`config.mk`:
```
export PLATFORM = sky130hd
export DESIGN_NAME = isr_sequencer
export DESIGN_NICKNAME = d
export VERILOG_FILES = /design/src/rtl/isr_pkg.sv /design/src/rtl/int_sync.sv /design/src/rtl/isr_sequencer.sv
export SDC_FILE = /design/constraint.sdc
export NUM_CORES = 1
export LEC_CHECK = 0
export BUFFER_PORTS_ARGS = -buffer_cell sky130_fd_sc_hd__clkbuf_2
export CORE_AREA = 4 4 54 56
export DETAILED_ROUTE_END_ITERATION = 6
export DIE_AREA = 0 0 58 60
export GPL_ROUTABILITY_DRIVEN = 0
export PLACE_DENSITY = 0.73
export SYNTH_ARGS = -nofsm -noshare
export SYNTH_HDL_FRONTEND = slang
export SYNTH_HIERARCHICAL = 1
export SYNTH_SLANG_ARGS = --single-unit
```
`constraint.sdc`:
```
create_clock -name clk -period 2.28 [get_ports clk]
set_clock_uncertainty 0.2 [all_clocks]
set_input_delay 0.456 -clock clk [delete_from_list [all_inputs] [get_ports clk]]
set_output_delay 0.456 -clock clk [all_outputs]
set_load 0.03 [all_outputs]
```
`src/rtl/isr_pkg.sv`:
```
// Shared encodings for the interrupt entry/exit sequencer: FSM states, exit-step
// one-hot codes and the default ISR entry address.
package isr_pkg;

    typedef enum logic [3:0] {
        StIdle    = 4'd0,
        StSync    = 4'd1,
        StFlush   = 4'd2,
        StPush    = 4'd3,
        StVector  = 4'd4,
        StService = 4'd5,
        StL0      = 4'd6,
        StL1      = 4'd7,
        StL2      = 4'd8,
        StResume  = 4'd9
    } isr_state_e;

    // Exit pop steps, in the order they are issued.
    localparam logic [2:0] LISR_POP_PC = 3'b001;
    localparam logic [2:0] LISR_POP_ST = 3'b010;
    localparam logic [2:0] LISR_SP     = 3'b100;

    localparam logic [31:0] VEC_ADDR_DEFAULT = 32'h0000_0180;

endpackage

```
`src/rtl/int_sync.sv`:
```
// Multi-stage synchronizer for the asynchronous interrupt line, followed by a
// rising-edge detector that emits a one-cycle pulse.
module int_sync #(
    parameter int unsigned STAGES = 2
) (
    input  logic clk,
    input  logic rst,
    input  logic async_in,
    output logic pulse
);

    logic [STAGES-1:0] sync_q;
    logic              prev_q;

    always_ff @(posedge clk or negedge rst) begin
        if (!rst) begin
            sync_q <= '0;
            prev_q <= 1'b0;
        end else begin
            sync_q <= {sync_q[STAGES-2:0], async_in};
            prev_q <= sync_q[STAGES-1];
        end
    end

    assign pulse = sync_q[STAGES-1] & ~prev_q;

endmodule

```
`src/rtl/isr_sequencer.sv`:
```
// Interrupt entry/exit sequencer for the 5-stage pipeline: owns Flush/Stall while
// pushing or popping context, and forwards the hazard/branch requests otherwise.
module isr_sequencer
    import isr_pkg::*;
#(
    parameter logic [31:0] VEC_ADDR    = VEC_ADDR_DEFAULT,
    parameter int unsigned SYNC_STAGES = 2
) (
    input  logic        clk,
    input  logic        rst,
    input  logic        intr,
    input  logic        int_en,
    input  logic        hazard_stall,
    input  logic        flush_req,
    input  logic        reti,
    output logic        Flush,
    output logic        Stall,
    output logic        ISR,
    output logic [2:0]  LISR,
    output logic        pc_sel_vec,
    output logic        pc_hold,
    output logic [31:0] vec_addr,
    output logic        in_service,
    output logic        int_ack
);

    isr_state_e state_q, state_d;
    logic       pend_q;
    logic       intr_edge;

    logic       flush_q, isr_q, vec_q, hold_q, svc_q, pass_q;
    logic [2:0] lisr_q;

    int_sync #(
        .STAGES(SYNC_STAGES)
    ) u_int_sync (
        .clk     (clk),
        .rst     (rst),
        .async_in(intr),
        .pulse   (intr_edge)
    );

    always_comb begin
        state_d = state_q;
        unique case (state_q)
            StIdle:    if (pend_q && int_en) state_d = StSync;
            StSync:    if (!hazard_stall && !flush_req) state_d = StFlush;
            StFlush:   state_d = StPush;
            StPush:    state_d = StVector;
            StVector:  state_d = StService;
            StService: if (reti && !hazard_stall) state_d = StL0;
            StL0:      state_d = StL1;
            StL1:      state_d = StL2;
            StL2:      state_d = StResume;
            StResume:  state_d = StIdle;
            default:   state_d = StIdle;
        endcase
    end

    // Outputs are registered decodes of the state being entered, so they line up
    // with state_q and reset to zero together with it.
    always_ff @(posedge clk or negedge rst) begin
        if (!rst) begin
            state_q <= StIdle;
            pend_q  <= 1'b0;
            flush_q <= 1'b0;
            isr_q   <= 1'b0;
            vec_q   <= 1'b0;
            hold_q  <= 1'b0;
            svc_q   <= 1'b0;
            pass_q  <= 1'b0;
            lisr_q  <= '0;
        end else begin
            state_q <= state_d;
            // Edges arriving before PUSH merge into the request being served.
            if (state_q == StPush) begin
                pend_q <= 1'b0;
            end else if (intr_edge) begin
                pend_q <= 1'b1;
            end
            flush_q <= state_d inside {StFlush, StResume};
            isr_q   <= (state_d == StPush);
            vec_q   <= (state_d == StVector);
            hold_q  <= state_d inside {StFlush, StPush, StL0, StL1, StL2};
            svc_q   <= state_d inside {StVector, StService, StL0, StL1, StL2};
            pass_q  <= state_d inside {StIdle, StSync, StService};
            case (state_d)
                StL0:    lisr_q <= LISR_POP_PC;
                StL1:    lisr_q <= LISR_POP_ST;
                StL2:    lisr_q <= LISR_SP;
                default: lisr_q <= '0;
            endcase
        end
    end

    assign Flush      = flush_q | (pass_q & flush_req);
    assign Stall      = pass_q & hazard_stall;
    assign ISR        = isr_q;
    assign int_ack    = isr_q;
    assign LISR       = lisr_q;
    assign pc_sel_vec = vec_q;
    assign pc_hold    = hold_q;
    assign in_service = svc_q;
    assign vec_addr   = VEC_ADDR;

endmodule

```
==> run metrics, run 1 <==
Post-Syn Area=952 um2; Fmax=0.595 GHz; cell accounting for the most synthesized area=dfrtp_1; most common cell in the netlist=buf_4; Synth cell types=27; internal power=between 500 and 600 uW; Reg2Reg Launch Point=state_q[2]$_DFF_PN0_; Cell Pwr Density=about 1100 mW/mm2; total chip power=about 1.1 mW; setup TNS=0 ns; CORE AREA=0.00243 mm2; YS warnings=6; Setup violations, final=0; Biggest register=state_q; largest net degree at the start of global routing=18; CTS Root Cell=clkbuf_4; Via density=4.18; CTS H-tree lvls=1; RSZ-0062 raised after global routing=false; startpoint types=register; Port Buf Inserts=16; Clock transition at path regs=roughly 0.10 ns; Leak Pwr=between 0.5 and 0.6 nW; Net Switching=463 uW; Seq cells post-synth=17; Area contributors post-synth=dfrtp_1, buf_4, nor2_1; WL per Instance=approximately 9.9 um; flop-to-flop setup slack=0.77 ns; DRC=0; CP max FO=2; Max clock buf depth=2; grt total ovfl=0; Detailed Route Iter0 Violations=7; main combinational cell family by area after synthesis=buffers and inverters; Required @ worst endpoint=1.62 ns; max cap viols=0; final hold viol count=0; HP Class=in2reg; Seq/Total Area, Yosys=44.7%; VDD IR max=between 0.4 and 0.5 mV; post-synthesis compound-gate area fraction=9.46%; Reg-to-Reg End=state_q[1]$_DFF_PN0_; synthesized area per cell=10.0 um2; critical path class=reg2out; Async S/R FF share, synth=between 90% and 100%; Area Overhead vs Synth=-1.05%; global-route wire length before repair=around 2.1 mm; Post-synth top cells=buf_4, dfrtp_1, nor2_1; vias in the first global route=~510; antenna violations before repair=0; cts bufs inserted=3; Largest register FFs=4; Synth top area share=44.7%; EDFF count, synth=0; Initial Utilization=39.1%; Worst setup EP type=output pin; CTS tree=done; Nets=118; # diodes=0; multiplexer area fraction after synthesis=0%; I/O pin count=49; Period Utilization, post-route=73.7%; number of routed nets with antenna violations=0; ratio of cells with drive above 1 in the final layout=between 20% and 30%; post-DP HPWL=between 1 and 1.5 mm; Seq pwr share=44.0%; crit path time final=1.68 ns; ys flop type=dfrtp_1; clk sinks=17; simple-gate share of the synthesized area=15.0%; Critical path origin=pass_q$_DFF_PN0_; final WL=around 1.4 mm; worst skew pair latency=0.30 ns; combinational share of power=40.7%; # rows=18; die area=around 0.0035 mm2; Post-Synth Adder-Cell Area=0%; DIE HEIGHT=60 um; XOR/XNOR share of the synthesized area=less than 1%; Clock power frac=15.3%; Total Routing Usage GR=around 8.4%; DIE WIDTH=58 um; DRT Pass-1 Iters=4; routed vias=between 500 and 600; status=finished clean; Mapped Cells=95; worst reg2reg path depth=3; Crit path arrival time=between 1 and 1.5 ns; # Post-CTS Setup Buffers=0; Final Max Slew Viols=0; sw frac=43.9%; CP endpoint=Flush
## critical path, stage by stage (launching register included)
cell and delay (ns):
dfrtp_1 0.38, a21o_1 0.17, clkbuf_2 0.17
## stage by stage
stage	area [um2]	util, %	setup slack [ns]	cells	hold WS (ns)
3_3_place_gp	905	37.2	0.740	135	0.134
2_1_floorplan	1060	-	0.892	125	-0.0396
4_1_cts	942	38.7	0.585	140	0.0501
6_report	942	38.7	0.601	140	0.0568
3_5_place_dp	905	37.2	0.732	135	0.166
5_1_grt	942	38.7	0.545	140	0.0554
## cell usage in the layout, fill, tap and decap left out, types with 2 or more instances in the layout
cell type	instances
nand2b_1	2
nor2_1	10
nand2_1	5
dfrtp_1	17
conb_1	32
nor3_1	4
clkbuf_2	16
clkbuf_4	3
## layer usage
metal	track usage, %	wire length [um]	up-vias	part of all wire [%]
met5	0	0	-	0
met3	1.08	152	4	11
li1	-	-	272	-
met2	14.5	733	29	53
met4	9.93	45	0	3.3
met1	7.92	451	280	33
## repair_timing
| item | CTS | global route |
|---|---|---|
| hold endpoints to repair | 17 | 0 |
| hold buffers | 1 | 0 |
| resized for setup | 0 | 0 |
## kinds of logic after synthesis
group | Yosys count
and+or+nand+nor | 27
other | 2
buffers and inverters | 36
xor gates and xnor gates | 1
DFF | 17
AOI/OAI and AO/OA | 12
## cell type report
class | instances | area (um2)
clock buffer | 3 | 22.5
clock inverter | 1 | 5.00
fill | 240 | 1490
multi-input combinational | 72 | 362
sequential | 17 | 425
tap | 30 | 37.5
timing repair buffer | 17 | 90.1
## power by group through the flow
stage,clock network [mW],logic (mW),registers (mW)
2_1_floorplan,0,0.409,0.480
3_3_place_gp,0,0.424,0.465
3_5_place_dp,0,0.433,0.472
4_1_cts,0.169,0.435,0.465
5_1_grt,0.176,0.475,0.477
6_report,0.161,0.430,0.465
## how the worst min path moves through the flow
| stage | endpoint | startpoint | slack [ns] | cells after the start |
|---|---|---|---|---|
| 5_1_grt | u_int_sync/sync_q[0]$_DFF_PN0_ | intr | 0.06 | 1 |
| 3_5_place_dp | u_int_sync/sync_q[1]$_DFF_PN0_ | u_int_sync/sync_q[0]$_DFF_PN0_ | 0.17 | 0 |
| 4_1_cts | u_int_sync/sync_q[0]$_DFF_PN0_ | intr | 0.05 | 1 |
| 6_report | u_int_sync/sync_q[0]$_DFF_PN0_ | intr | 0.06 | 1 |
| 2_1_floorplan | ISR$_DFF_PN0_ | rst | -0.04 | 0 |
| 3_3_place_gp | u_int_sync/sync_q[1]$_DFF_PN0_ | u_int_sync/sync_q[0]$_DFF_PN0_ | 0.13 | 0 |
No activity file was read; power rests on OpenSTA's default activity.
==> inputs of run 2 (changes only) <==
- ABC_AREA: default -> 1
- CORE_AREA: 4 4 54 56 -> 4 4 55 57
- DIE_AREA: 0 0 58 60 -> 0 0 59 61
- PLACE_DENSITY: 0.73 -> 0.74
- clock period: 2.28 -> 1.45 ns (I/O delays scaled with it)
==> run metrics, run 2 <==
CTS tree=done; placed cell areas=just over 900 um2; violated checks=setup timing; worst setup margin=-0.0569 ns; cell accounting for the most synthesized area=dfrtp_1; worst reg2reg path depth=7; met3 GRT Util=1.91%; RSZ-0062 raised after global routing=true; synthesized area per cell=8.77 um2; cts bufs inserted=3; largest net degree at the start of global routing=18; max cap viols=0; ys flop type=dfrtp_1; grt total ovfl=0; hold slack=a little over 0.04 ns; final hold viol count=0; Final Max Slew Viols=0; worst skew pair latency=around 0.30 ns; DRT Pass-1 Iters=4; Post-Syn Area=965 um2; Area Overhead vs Synth=6.74%; M1 GR Usage=9.20%; die area=0.00360 mm2; Mapped Cells=110; Port Buf Inserts=16; Worst setup EP type=output pin; GR Util met2=~16%; Detailed Route Iter0 Violations=19; number of routed nets with antenna violations=0; Area contributors post-synth=dfrtp_1, buf_4, nand2_1; DIE WIDTH=59 um; WL per Instance=between 9 and 10 um; Leak Pwr=0.597 nW; # rows=18; Via density=between 4 and 5; EDFF count, synth=0; Post-synth top cells=buf_4, dfrtp_1, nand2_1; Cell Pwr Density=roughly 1900 mW/mm2; Total Routing Usage GR=9.09%; Synth cell types=19; Crit path arrival time=1.02 ns; crit path time final=1.51 ns; flop-to-flop setup slack=0.06 ns; CTS Root Cell=clkbuf_4; most common cell in the netlist=buf_4; CTS H-tree lvls=1; status=finished, violations left; CP max FO=2; Final Core Density=between 40 and 50%; CORE AREA=0.00248 mm2; total chip power=1.93 mW; Fmax=0.664 GHz; Reg2Reg Launch Point=state_q[0]$_DFF_PN0_; Synth top area share=between 40% and 50%; Max clock buf depth=2; Required @ worst endpoint=about 0.96 ns; Clock transition at path regs=~0.09 ns; most frequent cells in the layout=conb_1, dfrtp_1, clkbuf_2, nand2_1, inv_1; vias in the first global route=563; hold path start=reti; clk sinks=17; antenna violations before repair=0; HP Class=in2reg; DRC=0; Async S/R FF share, synth=100%; cell area after layout=0.00103 mm2; Initial Utilization=38.9%; global-route wire length before repair=2.36 mm; commonest non-fill, non-tap cell in the layout=conb_1; YS warnings=6; ratio of cells with drive above 1 in the final layout=31.8%; # diodes=0; critical path class=reg2out; routed vias=637; I/O pin count=just under 50; Period Utilization, post-route=104%; DIE HEIGHT=61 um; Biggest register=state_q; Setup violations, final=2; post-DP HPWL=roughly 1.3 mm; final WL=around 1.6 mm; grt peak-use layer=met2; Nets=137; VDD IR max=0.622 mV; worst hold stages=3; Critical path origin=pass_q$_DFF_PN0_; startpoint types=register; Seq cells post-synth=17; Largest register FFs=4; Seq/Total Area, Yosys=44.1%
==> run 2: cell types whose count changed in the layout (fill, tap and decap cells not counted), sizes merged, moves of 3 or more <==
cell | before | now
inv | 0 | 14
nor3 | 4 | 1
nand3 | 0 | 5
buf | 0 | 3
nor2 | 10 | 16
nand2 | 5 | 16
==> run 2: repair_timing <==
action                                  CTS  global route
endpoints found under the setup margin    3             3
hold buffers                              2             0
hold endpoints to repair                 18             0
pin swaps                                 1             5
setup buffers                             0             1
resized for setup                         5             9
==> run 2: path summary, 6_finish.rpt <==
| path | end |
|---|---|
| max in group asynchronous | state_q[1]$_DFF_PN0_ |
| setup / recovery | Flush |
| min in group asynchronous | state_q[3]$_DFF_PN0_ |
| hold reg to reg | u_int_sync/sync_q[1]$_DFF_PN0_ |
| hold / removal | LISR[0]$_DFF_PN0_ |
| setup reg to reg | pass_q$_DFF_PN0_ |
==> run 2: kinds of logic after synthesis <==
kind of cell    after synthesis  share of synthesized area (%)
compound gates                4                           2.72
buf+inv                      48                           32.3
flops                        17                           44.1
other cells                   2                          0.779
simple gates                 39                           20.1
==> run 2: cell type report <==
class	count	area [um2]
timing repair buffer	19	128
tap	30	37.5
clock buffer	4	26.3
inverter	14	52.6
fill	248	1450
sequential	17	428
multi-input combinational	75	358
==> run 2: report_power, final <==
| group | total, mW | internal (mW) | switching (mW) |
|---|---|---|---|
| registers | 0.717 | 0.611 | 0.107 |
| clock network | 0.247 | 0.107 | 0.140 |
| logic | 0.964 | 0.306 | 0.658 |
| total | 1.93 | 1.02 | 0.904 |
==> run 2: worst max-delay path, stage by stage, from the launching register on <==
cell     delay (ns)
dfrtp_1        0.40
a21o_1         0.18
buf_8          0.14
==> run 2: stage by stage <==
stage	setup slack, ns	cells	setup TNS [ns]
3_5_place_dp	0.00952	152	0
2_1_floorplan	0.167	140	0
5_1_grt	-0.0819	159	-0.122
6_report	-0.0569	159	-0.0762
4_1_cts	-0.0509	158	-0.0801
3_3_place_gp	0.0770	152	0
==> run 2: routing by layer <==
metal | share of wire [%] | vias to the layer above
met4 | 2.7 | 0
li1 | - | 305
met5 | 0 | -
met1 | 33 | 293
met3 | 9.5 | 5
met2 | 55 | 34
